===== config.mk =====
export PLATFORM = sky130hd
export DESIGN_NAME = qspi_flash_rd
export DESIGN_NICKNAME = d
export VERILOG_FILES = /design/src/rtl/qspi_flash_rd.sv
export SDC_FILE = /design/constraint.sdc
export NUM_CORES = 1
export LEC_CHECK = 0
export ABC_AREA = 1
export CAP_MARGIN = 20
export CELL_PAD_IN_SITES_DETAIL_PLACEMENT = 1
export CELL_PAD_IN_SITES_GLOBAL_PLACEMENT = 2
export CORE_ASPECT_RATIO = 0.8
export CORE_MARGIN = 10
export CORE_UTILIZATION = 32
export CTS_CLUSTER_SIZE = 8
export DETAILED_ROUTE_END_ITERATION = 7
export PLACE_DENSITY_LB_ADDON = 0.1
export REMOVE_ABC_BUFFERS = 1
export SYNTH_ARGS = -nofsm -noshare
export SYNTH_HDL_FRONTEND = slang
export SYNTH_SLANG_ARGS = --single-unit

===== constraint.sdc =====
create_clock -name p_in_clk -period 2.4 [get_ports p_in_clk]
set_input_delay 0.48 -clock p_in_clk [delete_from_list [all_inputs] [get_ports p_in_clk]]
set_output_delay 0.48 -clock p_in_clk [all_outputs]
set_load 0.01 [all_outputs]

===== src/rtl/qspi_flash_rd.sv =====
// qspi_flash_rd -- SPI-flash read engine (mode 0, single-bit initiator).
//
// Sends a read command and a 24-bit address, then streams p_in_len data
// bytes out on a valid/ready byte interface. SCK half-period is G_CLKDIV
// clocks. All outputs are registered.
//
// Optional build macro: QSPI_FLASH_RD_FAST_EN selects FAST READ (0x0B)
// with 8 dummy SCK periods between the address and the data. Without it
// the engine issues plain READ (0x03) and has no dummy phase.
//
// Ports:
//   p_in_clk, p_in_rstn       clock, async active-low reset
//   p_in_start/addr/len       request; sampled only while p_out_busy=0
//   p_out_busy, p_out_done    transfer in progress / 1-cycle completion
//   p_out_rxd/_vld, p_in_rxd_rdy  received byte stream (valid/ready)
//   p_out_spi_cs_n/clk/mosi, p_in_spi_miso  flash pins
module qspi_flash_rd #(
    parameter int G_CLKDIV = 2,
    parameter int G_LEN_W  = 16
) (
    input  logic               p_in_clk,
    input  logic               p_in_rstn,
    input  logic               p_in_start,
    input  logic [23:0]        p_in_addr,
    input  logic [G_LEN_W-1:0] p_in_len,
    output logic               p_out_busy,
    output logic               p_out_done,
    output logic [7:0]         p_out_rxd,
    output logic               p_out_rxd_vld,
    input  logic               p_in_rxd_rdy,
    output logic               p_out_spi_cs_n,
    output logic               p_out_spi_clk,
    output logic               p_out_spi_mosi,
    input  logic               p_in_spi_miso
);

`ifdef QSPI_FLASH_RD_FAST_EN
    localparam logic [7:0] C_CMD = 8'h0B;
`else
    localparam logic [7:0] C_CMD = 8'h03;
`endif
    localparam int DW = (G_CLKDIV > 1) ? $clog2(G_CLKDIV) : 1;

    typedef enum logic [2:0] {
        S_IDLE, S_CS_SETUP, S_CMD, S_ADDR, S_DUMMY, S_DATA, S_CS_HOLD, S_GAP
    } state_t;

    state_t             state, state_nxt;
    logic [DW-1:0]      div_cnt;
    logic [4:0]         bit_cnt;
    logic [G_LEN_W-1:0] byte_cnt;
    logic [30:0]        tx_sh;     // command bits 6..0 + address; bit 7 goes straight to mosi
    logic [7:0]         rx_sh;
    logic               pend;      // completed byte parked in rx_sh, waiting for the output slot

    logic run, tick, in_shift, bit_end, last_bit, accept, byte_done, can_load;
    logic [7:0] rx_byte;

    always_comb begin
        // While a byte is parked the phase timer freezes, holding SCK low.
        run       = !pend;
        tick      = (state != S_IDLE) && run && (div_cnt == DW'(G_CLKDIV - 1));
        in_shift  = state inside {S_CMD, S_ADDR, S_DUMMY, S_DATA};
        // A bit period ends at the tick that closes its high phase.
        bit_end   = in_shift && tick && p_out_spi_clk;
        last_bit  = bit_end && (bit_cnt == ((state == S_ADDR) ? 5'd23 : 5'd7));
        accept    = (state == S_IDLE) && p_in_start && (p_in_len != '0);
        byte_done = (state == S_DATA) && last_bit;
        can_load  = !p_out_rxd_vld || p_in_rxd_rdy;
        rx_byte   = {rx_sh[6:0], p_in_spi_miso};
        state_nxt = state;
        case (state)
            S_IDLE:     if (accept) state_nxt = S_CS_SETUP;
            S_CS_SETUP: if (tick) state_nxt = S_CMD;
            S_CMD:      if (last_bit) state_nxt = S_ADDR;
            S_ADDR:
                if (last_bit) begin
`ifdef QSPI_FLASH_RD_FAST_EN
                    state_nxt = S_DUMMY;
`else
                    state_nxt = S_DATA;
`endif
                end
            S_DUMMY:    if (last_bit) state_nxt = S_DATA;
            S_DATA:     if (byte_done && byte_cnt == G_LEN_W'(1)) state_nxt = S_CS_HOLD;
            S_CS_HOLD:  if (tick) state_nxt = S_GAP;
            S_GAP:      if (tick && bit_cnt == 5'd1) state_nxt = S_IDLE;
            default:    state_nxt = S_IDLE;
        endcase
    end

    always_ff @(posedge p_in_clk or negedge p_in_rstn) begin
        if (!p_in_rstn) state <= S_IDLE;
        else            state <= state_nxt;
    end

    always_ff @(posedge p_in_clk or negedge p_in_rstn) begin
        if (!p_in_rstn) begin
            div_cnt        <= '0;
            bit_cnt        <= '0;
            byte_cnt       <= '0;
            tx_sh          <= '0;
            rx_sh          <= '0;
            pend           <= 1'b0;
            p_out_busy     <= 1'b0;
            p_out_done     <= 1'b0;
            p_out_rxd      <= '0;
            p_out_rxd_vld  <= 1'b0;
            p_out_spi_cs_n <= 1'b1;
            p_out_spi_clk  <= 1'b0;
            p_out_spi_mosi <= 1'b0;
        end else begin
            p_out_spi_cs_n <= (state_nxt == S_IDLE) || (state_nxt == S_GAP);
            p_out_busy     <= (state_nxt != S_IDLE);
            p_out_done     <= (state == S_IDLE && p_in_start && p_in_len == '0) ||
                              (state == S_GAP && tick && bit_cnt == 5'd1);

            if (state == S_IDLE || tick) div_cnt <= '0;
            else if (run)                div_cnt <= div_cnt + DW'(1);

            // bit_cnt counts bits in shift states and half-periods in GAP.
            if (state_nxt != state || last_bit)        bit_cnt <= '0;
            else if (bit_end || (state == S_GAP && tick)) bit_cnt <= bit_cnt + 5'd1;

            if (in_shift && tick) p_out_spi_clk <= ~p_out_spi_clk;

            if (accept) begin
                tx_sh          <= {C_CMD[6:0], p_in_addr};
                p_out_spi_mosi <= C_CMD[7];
                byte_cnt       <= p_in_len;
            end else if (bit_end) begin
                // zeros shift in behind the address, so dummy/data phases drive 0
                tx_sh          <= {tx_sh[29:0], 1'b0};
                p_out_spi_mosi <= tx_sh[30];
            end

            if (bit_end && state == S_DATA) rx_sh <= rx_byte;
            if (byte_done) byte_cnt <= byte_cnt - G_LEN_W'(1);

            if (byte_done && can_load) begin
                p_out_rxd     <= rx_byte;
                p_out_rxd_vld <= 1'b1;
            end else if (byte_done) begin
                pend <= 1'b1;
            end else if (pend && p_in_rxd_rdy) begin
                p_out_rxd     <= rx_sh;
                p_out_rxd_vld <= 1'b1;
                pend          <= 1'b0;
            end else if (p_out_rxd_vld && p_in_rxd_rdy) begin
                p_out_rxd_vld <= 1'b0;
            end
        end
    end

endmodule

Yosys cells after proc, flatten, opt, wreduce, memory -nomap -nowiden
Cells that the tools add are included. W data, S select, Z words.

Eq/ne operators: 14. Reductions and logical operators: 42. Bitwise operators: 2. Div/mod/pow operators: 0. Magnitude comparators: 0. Add/sub/neg operators: 3. Multipliers: 0. Shifts and indexed selects: 0. Multiplexer cells: 28.

Operators with widths (count): $mux W31 (2); $mux W16 (2); $mux W8 (3); $mux W3 (7); $pmux W3 S7 (1); $logic_and A1 B1 Y1 (17); $eq A16 B1 Y1 const B (1); $logic_not A16 Y1 (1); $reduce_bool A16 Y1 (1); $sub A16 B1 Y16 const B (1); $eq A3 B3 Y1 const B (5); $mux W5 (3); $mux W1 (10); $reduce_bool A2 Y1 (5); $reduce_bool A3 Y1 (3); $eq A3 B2 Y1 const B (2); $logic_not A3 Y1 (2); $logic_or A1 B1 Y1 (6); $reduce_and A2 Y1 (3); $add A5 B1 Y5 const B (1); $eq A5 B1 Y1 const B (1); $eq A5 B5 Y1 (1); $ne A2 B1 Y1 const B (2); $reduce_bool A4 Y1 (1); 6 further kinds (8).

Bits of input ports: 45. Logic and storage cells: 103. Output and inout bits: 14. Flip-flop bits (word level): 79. Bits in latches: 0. Bits in writable memories: 0. Memories kept: 0. Bits in read-only memories: 0.

Longest topological paths before layout
Depth in word-level cells: 13. Gate-level depth with buffers: 14. Depth with buffers taken out: 12.

Worst setup path after synthesis
No wires, ideal clock.

Kind: reg2reg. Start: register state[1]. End: register p_out_rxd[1]. Data arrival time: 1573 ps. Slack: 706 ps. Period minus slack after synthesis: 1694 ps. Data required time: 2278 ps. Path buffers: 2. Cell stages (with the launch flop): 15. Library setup time: 122 ps. Cells stage by stage: dfrtp_1 > buf_6 > nand2_2 > inv_2 > nor2_4 > nand3_4 > nor2_4 > nand2_4 > clkinv_2 > nand2_2 > buf_6 > clkinv_4 > nand2_2 > o211ai_2 > nand2_1.

Longest elaborated chain between the ends: 10. Elaborated cells on any way between the ends: 19. Classes of those cells: eq/ne: 6; mux: 2; reduce/logical: 11.

RTL lines: start, declared (RTL line 48) `state_t state, state_nxt;`; start signal, assigned (RTL line 94) `else state <= state_nxt;`; parallel branches: the longest is 6 deep, another holds $mux W5; $logic_and A1 B1 Y1 (*) (RTL line 68) `byte_done = (state == S_DATA) && last_bit;`; $logic_and A1 B1 Y1 (RTL line 140) `if (byte_done && can_load) begin`; $ne A2 B1 Y1 (no source line) / $reduce_bool A2 Y1 (equally long branches); $reduce_and A2 Y1 (no source line); end signal, assigned (RTL line 141) `p_out_rxd <= rx_byte;`; end signal, assigned (RTL line 146) `p_out_rxd <= rx_sh;`; end, declared (RTL line 28) `output logic [7:0] p_out_rxd,`.

Every way passes the cells marked *. A chain may end at the register's enable or synchronous reset.

Worst setup path after layout
Start: register bit_cnt[0]. End: register p_out_rxd[7].

Longest elaborated chain between the ends: 6. Elaborated cells on any way between the ends: 8. Classes of those cells: eq/ne: 2; mux: 1; reduce/logical: 5.

RTL lines: start, declared (RTL line 50) `logic [4:0] bit_cnt;`; start signal, assigned (RTL line 123) `else if (bit_end || (state == S_GAP && tick)) bit_cnt <= bit_cnt + 5'd1;`; $eq A5 B5 Y1 (*) (RTL line 66) `last_bit = bit_end && (bit_cnt == ((state == S_ADDR) ? 5'd23 : 5'd7));`; $logic_and A1 B1 Y1 (*) (RTL line 66); $logic_and A1 B1 Y1 (*) (RTL line 68); $logic_and A1 B1 Y1 (RTL line 140); $ne A2 B1 Y1 (no source line) / $reduce_bool A2 Y1 (equally long branches); $reduce_and A2 Y1 (no source line).

Every way passes the cells marked *; elsewhere a longest branch is shown, timed or not.

==> run_results.csv <==
group,metric,value,unit
worst_setup_path,crit_slowest_cell,"dfrtp_1",
power_and_ir_drop,p_sw_share,20.65,%
clock_tree,postCtsSetupBuffers,0,
global_route,overflow,0,
routing,num_vias,3453,
synthesis,yosys_register_bits,79,
die,initial_core_util,32.86,%
synthesis,synth_top_area_share,48.66,%
sta,slew_violations,0,
power_and_ir_drop,pwr-share-clk,50.8,%
routing,ant_nets,0,
worst_setup_path,crit_chain,"ha_1 -> nand2_1 -> nor2_1 -> nand3_1 -> nor2_4 -> nand2_4 -> clkinv_2 -> nand2_2 -> nand2_2 -> inv_2 -> a21oi_1 -> inv_1",
global_route,antenna_found_initial,0,
synthesis,yosys-top-cells-area,"dfrtp_1, nand2_1, inv_1",
sta,fin_tns_setup,0,ns
placed_design,io_buffers,58,
worst_setup_path,start_kind,"flip-flop",
synthesis,synthArstFlopShare,100.0,%
worst_setup_path,crit_path_end_kind,"flip-flop",
clock_tree,hold_buffers,0,
cells_and_area,fillCellCount,1466,
clock_tree,cts_max_level,3,
placed_design,dp_hpwl,8247,um
sta,hold_viol,0,
worst_setup_path,rrSetupSlack,0.25,ns
clock_tree,cts.clk_slew.worst_paths,0.06,ns
sta,skew,0.008547,ns
cells_and_area,nets,599,
routing,drc,0,
sta,worstMarginPinSlew,0.4801,ns
cells_and_area,final_common_cell,"nand2_1",
global_route,grt_usage,13.27,%
run_status,outcome,"complete, no violations",
cells_and_area,fin_util,42.40,%
power_and_ir_drop,p_leak,2.380,nW
sta,max_freq,0.4649,GHz
synthesis,synth-seq-area-share,49.31,%
worst_setup_path,cp_num_buf_inv,3,
worst_setup_path,crit_type,"flip-flop to flip-flop",
sta,rsz0062_at_grt,"no",
power_and_ir_drop,p_switching,0.6117,mW
power_and_ir_drop,power,2.962,mW
clock_tree,clock_path_buffers,2,
cells_and_area,final_cell_mix,"nand2_1, dfrtp_1, inv_1",
routing,drt_iter0_markers,173,
routing,vias_per_cell,4.756,
sta,setup_violations,0,
worst_setup_path,arrival,2.38,ns
worst_setup_path,required,2.63,ns
die,core,12210,sq um
power_and_ir_drop,peakVddDrop,0.3948,mV
synthesis,syn_area_per_cell,8.340,sq um
synthesis,syn_area,4011,sq um
cells_and_area,syn_to_final_growth,29.04,%
clock_tree,post_cts_resized,0,
sta,period_share,89.62,%
cells_and_area,n_antenna_cell,0,
synthesis,synth_top_area_cell,"dfrtp_1",
clock_tree,clkSinkCount,79,
worst_setup_path,path_max_fanout,16,
sta,min_period,2.151,ns
synthesis,synth-main-ff-cell,"dfrtp_1",
placed_design,globalplace.congestion,0.8093,
routing,wl_per_cell,15.27,um
worst_setup_path,cpPeakStageDelay,0.41,ns
power_and_ir_drop,powerDensity,572.2,nW/um^2
die,dieWidth,145.2,um
job,maxCapViolCount,0,
hold_path,hold_path.class,"input port to async pin",
synthesis,synth_edf_count,0,
routing,first_pass_iters,4,
clock_tree,cts_inserted_buffers,9,
clock_tree,cts_tree,"yes",
die,num_io_pins,59,
die,dieArea,17440,sq um
cells_and_area,drive_gt1_share,10.45,%
global_route,grt_pass1_vias,3752,
die,rows,36,
synthesis,synth_cells,481,
global_route,grt_max_degree,51,
synthesis,ys_warn_count,0,
sta,slew_headroom,67.91,%
synthesis,yosysUniqueCellTypes,39,
die,die_h,120.1,um
power_and_ir_drop,comb_power_share,4.0,%
sta,hold-worst-slack,0.08731,ns
power_and_ir_drop,pwr-share-seq,45.1,%
global_route,grt_pass1_wl,19190,um
worst_setup_path,crit_family,"simple AND/OR/NAND/NOR gates",
clock_tree,clk-insertion-delay-late,0.34,ns
clock_tree,root_buffer,"clkbuf_16",
worst_setup_path,crit_top_cell,"nand2_2",
routing,wirelength,11080,um
power_and_ir_drop,p_int,2.350,mW
==> synthesized netlist by cell type, types with 2 or more instances <==
cell type  count
nand2_1      109
dfrtp_1       78
inv_1         72
nor2_1        40
o221ai_1      24
o21ai_0       22
nand3_1       18
o21ai_1       13
a21oi_1       12
o211ai_1       9
clkbuf_1       7
xor2_1         7
a22oi_1        6
nor2_2         6
nor3_1         6
inv_2          5
nand2_2        5
nand4_1        5
ha_1           4
o22ai_1        4
buf_2          3
buf_6          3
nor2_4         3
xnor2_1        3
clkinv_4       2
nor4_1         2
==> cells by family after synthesis <==
logic type | count (synthesis) | synth area share, %
AOI/OAI and AO/OA | 93 | 15.25
buffers and inverters | 95 | 9.919
xor gates and xnor gates | 10 | 2.184
adders and majority gates | 4 | 1.248
and+or+nand+nor | 200 | 22.08
DFF | 79 | 49.31
==> power groups by stage <==
stage / logic (mW) / registers [mW] / clock network, mW
after global placement: 0.122 / 1.36 / 0
after floorplan: 0.00936 / 1.36 / 0
after detailed placement: 0.123 / 1.36 / 0
after global routing: 0.132 / 1.34 / 1.61
final: 0.119 / 1.34 / 1.51
after CTS: 0.123 / 1.34 / 1.55
==> through the flow <==
stage / cell area (sq um) / std cells / setup WS (ns)
2_1_floorplan: 3929 / 467 / 0.2322
5_1_grt: 5176 / 726 / 0.03812
3_5_place_dp: 4851 / 710 / -0.1185
6_report: 5176 / 726 / 0.2491
3_3_place_gp: 4851 / 710 / -0.04845
4_1_cts: 5175 / 726 / 0.2264
==> cell type report <==
type	count	area [sq um]	share of cell area, %
inverters	81	315.3	6.091
flip-flops and latches	79	1979	38.24
repair buffers	72	708.2	13.68
well taps	171	214.0	4.133
clock inverters	4	77.57	1.499
multi-input cells	307	1635	31.59
clock buffers	12	246.5	4.762
==> worst paths after layout <==
check,cells after the start,start,endpoint
worst max register to register,12,bit_cnt[0],p_out_rxd[7]
worst min register to register,2,p_out_rxd[7],p_out_rxd[7]
min in group p_in_clk,2,p_out_rxd[7],p_out_rxd[7]
worst min-delay path,1,p_in_rstn,byte_cnt[9]
worst max-delay path,12,bit_cnt[0],p_out_rxd[7]
max in group asynchronous,2,p_in_rstn,tx_sh[27]
==> sequential cells by signal, summed over array words and instances, names as in the netlist <==
| name | cells |
|---|---|
| p_out_spi_clk | 1 |
| p_out_rxd_vld | 1 |
| state | 3 |
| p_out_spi_mosi | 1 |
| p_out_rxd | 8 |
| byte_cnt | 16 |
| rx_sh | 8 |
| p_out_done | 1 |
| p_out_busy | 1 |
| p_out_spi_cs_n | 1 |
| pend | 1 |
| tx_sh | 31 |
| bit_cnt | 5 |
| div_cnt | 1 |
==> routing by layer <==
metal / GRT usage (%) / vias up / part of all wire (%) / routed length, um
li1: - / 1718 / - / -
met1: 17.74 / 1673 / 51 / 5692
met2: 20.48 / 51 / 44 / 4847
met3: 3.567 / 11 / 3.6 / 401
met4: 4.288 / 0 / 1.3 / 143
met5: 0 / - / 0 / 0
Power figures use the tool's default switching activity.
==> variant 1, RTL diff (config.mk and constraints unchanged) <==
The parameter `G_CLKDIV` goes from 2 to 1.
--- a/src/rtl/qspi_flash_rd.sv
+++ b/src/rtl/qspi_flash_rd.sv
@@ -15,7 +15,7 @@
 //   p_out_rxd/_vld, p_in_rxd_rdy  received byte stream (valid/ready)
 //   p_out_spi_cs_n/clk/mosi, p_in_spi_miso  flash pins
 module qspi_flash_rd #(
-    parameter int G_CLKDIV = 2,
+    parameter int G_CLKDIV = 1,
     parameter int G_LEN_W  = 16
 ) (
     input  logic               p_in_clk,
Function: changed (Yosys sat finds a counterexample within 4 cycles, from zero or initial values and one cycle with p_in_rstn low).
==> variant 1 against the unedited design <==
Worst setup slack improved by 39 ps; first-iteration DRC count increased by 2.9%; hold slack better by 0.75 ps; sequential cell count unchanged; synthesized area increased by 1.6%; global-route usage rose by 0.59 points; clock skew barely moved; cell area rose by 0.56%; wire length increased by 4.2%; largest cell class unchanged.
Power is not compared: it rests on default switching activity, and its combinational part moved more than twofold at a synthesized area within 25%.
==> variant 1: results (changes against the unedited design) <==
die area 0.0177 mm2 (+1.4%); Mapped Cells 492 (+2.3%); commonest cells in the netlist nand2_1 (99), inv_1 (85), dfrtp_1 (78); invs w/o clock 89 (+9.9%); Max stage delay on crit path 490 ps (+80 ps); largest net degree at the start of global routing 49 (-3.9%); routability cong. 0.821 (+1.5%); area of the multi-input gates 0.00166 mm2 (+1.5%); All-Layer GR Usage 0.139 (+0.00591); drt wl/cell 15.8 um (+3.2%); Synth cell types 35 (-10%); Layout Skew 8.60 ps (+0.0528 ps); R2R depth 9 (-3); Data buffer area share 0.135 (-0.00220); fraction of layout cells with a size suffix above 1 0.0890 (-0.0155); routed vias 3494 (+1.2%); post-placement cell count 717 (+0.99%); final net count 607 (+1.3%); clk cell area share 0.0611 (-0.00155); first-pass GRT wire length 19.9 mm (+3.5%); status completed; Non-clock buffers 71 (-1.4%); CP Max Fanout 19 (+3); placed cell area 0.00489 mm2 (+0.75%); setup slack, reg-to-reg 290 ps (+40 ps); worst endpoint data arrival time 2340 ps (-40 ps); Area contributors post-synth dfrtp_1 (48%), nand2_1 (9.1%), inv_1 (7.8%); final wirelength 11.6 mm (+4.2%); register area share after synthesis 0.485 (-0.00772); worst reg2reg startpoint state[2]; relative slew slack 0.680 (+0.00103); DR iter-0 viols 178 (+2.9%)
[variant 1: layer usage]
metal / part of all wire / GRT usage
met4: 0.014 / 0.0468
met5: 0 / 0
met1: 0.50 / 0.184
met2: 0.45 / 0.215
met3: 0.037 / 0.0365
[variant 1: cell families (layout without fill, tap and decap cells)]
logic type	Yosys count	count (layout)	synth area share
and+or+nand+nor	190	190	0.206
buffers and inverters	106	176	0.107
AOI/OAI and AO/OA	101	101	0.162
DFF	79	79	0.485
xor gates and xnor gates	11	11	0.0236
adders and majority gates	5	5	0.0154
[variant 1: how the worst max path moves through the flow]
stage	start	endpoint	slack [ps]	depth (start not counted)
after floorplan	state[1]	p_out_rxd[2]	-40	10
after global placement	p_in_len[7]	byte_cnt[11]	110	10
after detailed placement	p_in_len[7]	byte_cnt[3]	20	10
after CTS	state[1]	p_out_rxd[2]	280	10
after global routing	state[1]	p_out_rxd[3]	50	10
final	state[2]	byte_cnt[10]	290	9
==> variant 2, RTL diff (same flow settings) <==
Without the edit above. Add an input register stage for `p_in_rxd_rdy`; this delays it by one clock. The other inputs are not delayed to match.
--- a/src/rtl/qspi_flash_rd.sv
+++ b/src/rtl/qspi_flash_rd.sv
@@ -45,6 +45,12 @@
         S_IDLE, S_CS_SETUP, S_CMD, S_ADDR, S_DUMMY, S_DATA, S_CS_HOLD, S_GAP
     } state_t;
 
+    logic p_in_rxd_rdy_q;
+
+    always_ff @(posedge p_in_clk) begin
+        p_in_rxd_rdy_q <= p_in_rxd_rdy;
+    end
+
     state_t             state, state_nxt;
     logic [DW-1:0]      div_cnt;
     logic [4:0]         bit_cnt;
@@ -66,7 +72,7 @@
         last_bit  = bit_end && (bit_cnt == ((state == S_ADDR) ? 5'd23 : 5'd7));
         accept    = (state == S_IDLE) && p_in_start && (p_in_len != '0);
         byte_done = (state == S_DATA) && last_bit;
-        can_load  = !p_out_rxd_vld || p_in_rxd_rdy;
+        can_load  = !p_out_rxd_vld || p_in_rxd_rdy_q;
         rx_byte   = {rx_sh[6:0], p_in_spi_miso};
         state_nxt = state;
         case (state)
@@ -142,11 +148,11 @@
                 p_out_rxd_vld <= 1'b1;
             end else if (byte_done) begin
                 pend <= 1'b1;
-            end else if (pend && p_in_rxd_rdy) begin
+            end else if (pend && p_in_rxd_rdy_q) begin
                 p_out_rxd     <= rx_sh;
                 p_out_rxd_vld <= 1'b1;
                 pend          <= 1'b0;
-            end else if (p_out_rxd_vld && p_in_rxd_rdy) begin
+            end else if (p_out_rxd_vld && p_in_rxd_rdy_q) begin
                 p_out_rxd_vld <= 1'b0;
             end
         end
Formal check against the unedited RTL: same outputs for any inputs over 10 cycles, from zero or initial values and one cycle with p_in_rstn low; that may be too few to reach the edited logic, so the function may still have changed.
==> variant 2 against the unedited design <==
Wire length is essentially flat; sequential cell count grew 1; sequential share of layout area grew 0.82 points; worst setup slack gained 6.1 ps; cell area shrank 1.2%; total power shrank 4.6%; combinational power shrank 4%; die area shrank 0.32%; critical path depth shrank 3; synthesized area shrank 0.37%; synthesized cell count shrank 3.1%; critical endpoint is now byte_cnt[8].
==> variant 2: results (changes against the unedited design) <==
status completed; Syn Area/Cell 8.58 um2 (+2.8%); routed vias 3382 (-2.1%); register area share after synthesis 0.500 (+0.00686); FF+latch count, synth 80 (+1.3%); largest net degree at the start of global routing 52 (+2.0%); CP Max Fanout 7 (-9); placed cell area 0.00483 mm2 (-0.46%); Synth cell types 42 (+7.7%); Max stage delay on crit path 470 ps (+60 ps); Via-to-Cell Ratio 4.76 (+0.15%); maximum vdd drop 366 uV (-7.3%); routability cong. 0.811 (+0.25%); post-placement cell count 694 (-2.3%); fraction of layout cells with a size suffix above 1 0.126 (+0.0217); Final HPWL DP 8.37 mm (+1.4%); final net count 583 (-2.7%); vias in the first global route 3633 (-3.2%); Area contributors post-synth dfrtp_1 (49%), nand2_1 (9.1%), inv_1 (6.6%); first-pass GRT wire length 19.1 mm (-0.65%); All-Layer GR Usage 0.133 (+0.000186); Layout Skew 6.88 ps (-1.67 ps); fin area 0.00512 mm2 (-1.2%); final wirelength 11.1 mm (about the same); Slowest-stage cell, CP nor4_1; worst endpoint data arrival time 2400 ps (+20 ps); DR iter-0 viols 146 (-16%)
variant 2: cell types whose count changed after synthesis, sizes merged, moves of 3 or more:
cell / delta
nor2: -3
clkinv: -3
clkbuf: -4
o221ai: -3
nand3: +7
o21ai: -5
nand2: -10
variant 2: cell families after synthesis:
| group | synth area share |
|---|---|
| compound gates | 0.153 |
| fa+ha+maj | 0.0125 |
| buf+inv | 0.0905 |
| xor+xnor | 0.0197 |
| flops | 0.500 |
| simple gates | 0.224 |
variant 2: metrics by stage:
stage | TNS, ps | setup slack [ps] | utilization | power, mW
final | 0 | 255 | 0.419 | 2.83
after global placement | -3010 | -151 | 0.396 | 1.49
after detailed placement | -1780 | -109 | 0.396 | 1.49
after CTS | 0 | 238 | 0.419 | 2.87
after floorplan | 0 | 429 | - | 1.38
after global routing | 0 | 43.6 | 0.419 | 2.93
variant 2: final timing paths:
kind                                endpoint    startpoint  slack (ps)
min in group p_in_clk           p_out_rxd[1]  p_out_rxd[1]         480
worst max register to register  p_out_rxd[0]    bit_cnt[0]         290
worst min register to register  p_out_rxd[1]  p_out_rxd[1]         480
worst min-delay path            byte_cnt[11]     p_in_rstn          70
max in group asynchronous        byte_cnt[2]     p_in_rstn        1710
worst max-delay path             byte_cnt[8]   p_in_len[7]         260
variant 2: layer usage:
layer | wire length [um] | GRT usage | vias up
li1 | - | - | 1675
met1 | 5640 | 0.181 | 1643
met2 | 4980 | 0.205 | 52
met3 | 339 | 0.0300 | 12
met4 | 133 | 0.0420 | 0
met5 | 0 | 0 | -
variant 2: power by group:
part | total [mW] | switching [mW] | internal, mW | leakage, nW
logic | 0.114 | 0.0469 | 0.0672 | 1.24
registers | 1.35 | 0.000430 | 1.35 | 0.919
clock network | 1.36 | 0.618 | 0.745 | 0.144
variant 2: area by class of cell:
class	count	area, um2
Fill cell	1436	7090
Clock buffer	10	239
Sequential cell	80	2000
Inverter	80	302
Tap cell	171	214
Timing Repair Buffer	68	678
Multi-Input combinational cell	295	1640
Clock inverter	6	48.8
